## config.mk

```make
export PLATFORM = sky130hd
export DESIGN_NAME = regfile_write_queue
export DESIGN_NICKNAME = d
export VERILOG_FILES = /design/src/rtl/regfile_write_queue.sv
export SDC_FILE = /design/constraint.sdc
export NUM_CORES = 1
export LEC_CHECK = 0
export CAP_MARGIN = 25
export CELL_PAD_IN_SITES_DETAIL_PLACEMENT = 0
export CELL_PAD_IN_SITES_GLOBAL_PLACEMENT = 1
export CORE_ASPECT_RATIO = 0.8
export CORE_MARGIN = 8
export CORE_UTILIZATION = 43
export CTS_CLUSTER_DIAMETER = 200
export CTS_CLUSTER_SIZE = 24
export DETAILED_ROUTE_END_ITERATION = 6
export HOLD_SLACK_MARGIN = 0.12
export PLACE_DENSITY_LB_ADDON = 0.12
export SLEW_MARGIN = 20
export SYNTH_ARGS = -nofsm -noshare
export SYNTH_HDL_FRONTEND = slang
export SYNTH_SLANG_ARGS = --single-unit
export TNS_END_PERCENT = 30
```

## constraint.sdc

```tcl
create_clock -name clk -period 3.61 [get_ports clk]
set_input_delay 0.722 -clock clk [delete_from_list [all_inputs] [get_ports clk]]
set_output_delay 0.722 -clock clk [all_outputs]
set_load 0.03 [all_outputs]
```

## src/rtl/regfile_write_queue.sv

```systemverilog
// Register file write port queue: buffers load/ALU results in order,
// drains one per cycle, and forwards queued values to decode reads.
module regfile_write_queue #(
  parameter int DEPTH = 4,
  parameter int AW    = 5,
  parameter int DW    = 32
) (
  input  logic                       clk,
  input  logic                       rst,
  input  logic                       ld_valid,
  input  logic [AW-1:0]              ld_addr,
  input  logic [DW-1:0]              ld_data,
  output logic                       ld_ready,
  input  logic                       alu_valid,
  input  logic [AW-1:0]              alu_addr,
  input  logic [DW-1:0]              alu_data,
  output logic                       alu_ready,
  output logic                       WE3,
  output logic [AW-1:0]              A3,
  output logic [DW-1:0]              WD3,
  input  logic [AW-1:0]              A1,
  input  logic [AW-1:0]              A2,
  output logic                       fwd1_hit,
  output logic [DW-1:0]              fwd1_data,
  output logic                       fwd2_hit,
  output logic [DW-1:0]              fwd2_data,
  output logic [$clog2(DEPTH):0]     count
);

  localparam int PW = $clog2(DEPTH);
  localparam int CW = PW + 1;
  localparam logic [CW-1:0] FULL  = CW'(DEPTH);
  localparam logic [CW-1:0] LAST  = CW'(DEPTH - 1);
  localparam logic [CW-1:0] LAST2 = CW'(DEPTH - 2);

  logic [AW-1:0] addr_q [DEPTH];
  logic [AW-1:0] addr_d [DEPTH];
  logic [DW-1:0] data_q [DEPTH];
  logic [DW-1:0] data_d [DEPTH];
  logic [PW-1:0] rd_ptr_q, rd_ptr_d;
  logic [PW-1:0] wr_ptr_q, wr_ptr_d;
  logic [PW-1:0] alu_slot;
  logic [CW-1:0] count_q, count_d;
  logic          ld_push, alu_push, pop;

  assign count = count_q;

  always_comb begin
    ld_ready  = rst & (count_q < FULL);
    alu_ready = rst & ((count_q <= LAST2) |
                       ((count_q == LAST) & ~ld_valid));
    ld_push   = ld_valid & ld_ready;
    alu_push  = alu_valid & alu_ready;
    pop       = (count_q != '0);
    WE3       = pop;
    A3        = pop ? addr_q[rd_ptr_q] : '0;
    WD3       = pop ? data_q[rd_ptr_q] : '0;
  end

  // Load is older than the ALU result on a double accept.
  always_comb begin
    addr_d   = addr_q;
    data_d   = data_q;
    alu_slot = wr_ptr_q + PW'(ld_push);
    if (ld_push) begin
      addr_d[wr_ptr_q] = ld_addr;
      data_d[wr_ptr_q] = ld_data;
    end
    if (alu_push) begin
      addr_d[alu_slot] = alu_addr;
      data_d[alu_slot] = alu_data;
    end
    wr_ptr_d = wr_ptr_q + PW'(ld_push) + PW'(alu_push);
    rd_ptr_d = rd_ptr_q + PW'(pop);
    count_d  = count_q + CW'(ld_push) + CW'(alu_push) - CW'(pop);
  end

  // Scan oldest to youngest so the youngest match overrides.
  always_comb begin
    logic [PW-1:0] idx;
    idx       = '0;
    fwd1_hit  = 1'b0;
    fwd1_data = '0;
    fwd2_hit  = 1'b0;
    fwd2_data = '0;
    for (int i = 0; i < DEPTH; i++) begin
      idx = rd_ptr_q + PW'(i);
      if (CW'(i) < count_q) begin
        if (addr_q[idx] == A1) begin
          fwd1_hit  = 1'b1;
          fwd1_data = data_q[idx];
        end
        if (addr_q[idx] == A2) begin
          fwd2_hit  = 1'b1;
          fwd2_data = data_q[idx];
        end
      end
    end
  end

  always_ff @(posedge clk or negedge rst) begin
    if (!rst) begin
      rd_ptr_q <= '0;
      wr_ptr_q <= '0;
      count_q  <= '0;
      for (int i = 0; i < DEPTH; i++) begin
        addr_q[i] <= '0;
        data_q[i] <= '0;
      end
    end else begin
      rd_ptr_q <= rd_ptr_d;
      wr_ptr_q <= wr_ptr_d;
      count_q  <= count_d;
      addr_q   <= addr_d;
      data_q   <= data_d;
    end
  end

endmodule
```

==> metrics <==
area grow syn2layout=36.6%; Antenna Nets Post-Route=0; CTS tree=done; FF-to-FF End=count[2]; Syn Nets=1,744; FILL cells=2,849; max-slew violation count=0; CP Buf/Inv Count=6; first-pass GRT wire length=84,400 um; leakage power=8.33 nW; DRT iter0 DRCs=1,353; Total GRT Usage=27.9%; Avg WL per Cell=24.0 um; routed wire length=55,800 um; most common cell after layout, fill and taps aside=mux2i_1; class of the worst hold path=in2async; # nets final=1,978; Starting Density=43.4%; fmax=0.243 GHz; Setup CP Type=reg2out; R2R setup slack=840 ps; clk buf depth=2; crit path time final=4120 ps; pin count of the biggest net entering global routing=156; Crit. End Element=primary output; Final WS setup=-506 ps; Root Buffer=clkbuf_16; crit path cell chain=buf_6 > mux4_2 > xor2_2 > nor4_2 > buf_4 > o21ai_4 > buf_12 > buf_4 > and4_1 > a211oi_2 > buf_4 > buf_12; unique cell type count in the Yosys netlist=53; Post-synth EDFFs=0; PortBufs=196; grt ovf=0; Via Count=14,100; FP Rows=59; Final period util=114%; commonest cells after routing, fill and taps aside=286 x mux2i_1, 245 x nor2_1, 184 x buf_4; Crit path largest cell delay=560 ps; gp weighted congestion=0.902; hold buffer count at cts=0; Critical-path top delay cell=dfrtp_4; HPWL Detailed=36,500 um; CP startpoint kind=register; post-synthesis average cell area=8.54 um2; Slew @ Worst Pin=922 ps; Seq cells post-synth=155; area of the die=38,800 um2; post-synthesis sequential area ratio=27.6%; Hold Fails Final Rpt=0; Max FO, Critical Path=9; Critical Path AT=3390 ps; Worst-Skew Late Latency=450 ps; final core utilization=59.3%; CTS H-tree lvls=4; Via density=6.06; Synth Instances=1,648; Post-Syn Area=14,100 um2; status=finished, violations left; max_cap viols=0; most used cell, CP=buf_4; Reg2Reg Depth=10; CTS clock-pin slew for the worst setup and hold paths=70 ps; Worst path top cell family by delay=buffers and inverters; antenna violations before repair=2; Cell Pwr Density=1210 nW/um2; maximum vdd drop=620 uV; I/O pin count=197; CP required=2890 ps; warnings from Yosys=0; CTS Buf Count=17; fraction of layout cells with a size suffix above 1=28.2%; final setup vio count=71; remaining routing DRC violations=0; Die Y=178 um; Fin Clk Skew=18.0 ps; Core Footprint=32,400 um2; failing checks=setup timing; r2r startpoint=count[2]; vias in the first global route=14,000; RSZ-0062 raised after global routing=true; setup TNS=-28,000 ps; ys async rst share=100%; # clock sinks=155; Worst slew margin=38.5%; First-pass DRT Iterations=6; Primary FF master, synth=dfrtp_1; Die W=218 um
==> how the worst max path moves through the flow <==
stage | from | end | slack [ps] | depth (start not counted)
6_report | rd_ptr_q[0] | fwd1_data[3] | -510 | 12
5_1_grt | rd_ptr_q[0] | fwd2_data[30] | -580 | 10
4_1_cts | rd_ptr_q[0] | fwd2_data[24] | -470 | 11
3_5_place_dp | A2[2] | fwd2_data[19] | -560 | 9
3_3_place_gp | A2[2] | fwd2_data[2] | -520 | 9
2_1_floorplan | rd_ptr_q[0] | fwd1_data[16] | -140 | 10
==> where the power goes <==
part	leakage [nW]	switching [mW]	internal (mW)
combinational	6.24	10.4	7.46
clock	0.298	0.799	1.23
sequential	1.79	0.794	2.67
total	8.33	12.0	11.4
==> registers in the layout (all words and copies together) (netlist names) <==
| name | count |
|---|---|
| wr_ptr_q | 2 |
| rd_ptr_q | 2 |
| addr_q | 20 |
| data_q | 128 |
| count | 3 |
==> worst register-to-register path, stage by stage (launching register included) <==
cell and delay (ps):
dfrtp_1 370, buf_4 150, nor3_1 170, buf_4 210, inv_1 70, buf_4 290
ha_1 390, inv_1 50, fa_1 410, fa_1 410, xnor2_1 140
==> cells by family after synthesis <==
| logic type | synth area share [%] |
|---|---|
| simple gates | 16.8 |
| xor+xnor | 2.99 |
| fa+ha+maj | 0.818 |
| flops | 27.6 |
| mux | 26.7 |
| buf+inv | 5.98 |
| compound gates | 19.2 |
==> layer usage <==
layer  wire, um  vias up  GRT usage (%)  share of wire, %
li1           -     6488              -                 -
met1      26000     6969           39.1                47
met4        964        0           8.22               1.7
met3       3880       77           5.95               6.9
met5          0        -              0                 0
met2      24900      552           42.8                45
==> stage by stage <==
step | instances | hold WS [ps] | area, um2 | setup WS, ps | power (mW)
3_5_place_dp | 2274 | 592 | 17500 | -556 | 19.8
3_3_place_gp | 2274 | 583 | 17500 | -516 | 19.6
5_1_grt | 2323 | 521 | 19200 | -578 | 24.6
6_report | 2323 | 446 | 19200 | -506 | 23.3
2_1_floorplan | 1648 | 426 | 14200 | -136 | 13.5
4_1_cts | 2317 | 494 | 18900 | -471 | 22.7
==> timing repair <==
action	CTS	global route
setup endpoints to repair	92	90
cloned	4	1
resized for setup	160	84
buffers inserted	8	3
pin swaps	28	17
==> cells in the mapped netlist, types with 2 or more instances <==
| master | count | share of area [%] |
|---|---|---|
| o21ai_0 | 33 | 1.2 |
| or3_1 | 3 | 0.13 |
| a41oi_1 | 31 | 1.9 |
| buf_2 | 31 | 1.1 |
| ha_1 | 6 | 0.53 |
| a221oi_2 | 31 | 3.3 |
| o21ai_1 | 3 | 0.11 |
| mux4_2 | 18 | 2.9 |
| and2_1 | 33 | 1.5 |
| nand2_1 | 133 | 3.5 |
| xor2_1 | 16 | 1.0 |
| nand3_1 | 5 | 0.18 |
| fa_1 | 2 | 0.28 |
| mux2i_1 | 296 | 21 |
| nand2b_1 | 3 | 0.13 |
| nor2b_1 | 8 | 0.36 |
| a211o_1 | 2 | 0.12 |
| a211oi_2 | 12 | 1.1 |
| clkbuf_1 | 104 | 2.8 |
| a21oi_1 | 182 | 6.5 |
| and4_1 | 32 | 2.0 |
| dfrtp_1 | 155 | 28 |
| or4_1 | 2 | 0.11 |
| buf_6 | 17 | 1.4 |
| mux2_2 | 33 | 2.6 |
| nand4_1 | 2 | 0.089 |
| nor2_1 | 247 | 6.6 |
| o21a_1 | 2 | 0.11 |
| nor4_1 | 33 | 1.5 |
| inv_1 | 12 | 0.32 |
| a31oi_1 | 32 | 1.4 |
| a211oi_1 | 54 | 2.9 |
| o22ai_1 | 3 | 0.13 |
| nand4b_1 | 2 | 0.12 |
| buf_1 | 15 | 0.40 |
| nor3_1 | 7 | 0.25 |
| xnor2_1 | 32 | 2.0 |
==> layout make-up <==
| type | instances | area (um2) | share of cell area, % |
|---|---|---|---|
| Sequential cell | 155 | 3890 | 20.2 |
| Inverter | 13 | 51.3 | 0.267 |
| Timing Repair Buffer | 382 | 3870 | 20.1 |
| Clock buffer | 21 | 440 | 2.29 |
| Tap cell | 427 | 534 | 2.78 |
| Clock inverter | 10 | 191 | 0.996 |
| Antenna cell | 2 | 5.00 | 0.0260 |
| Multi-Input combinational cell | 1313 | 10200 | 53.3 |
(Power assumes the default switching activity.)
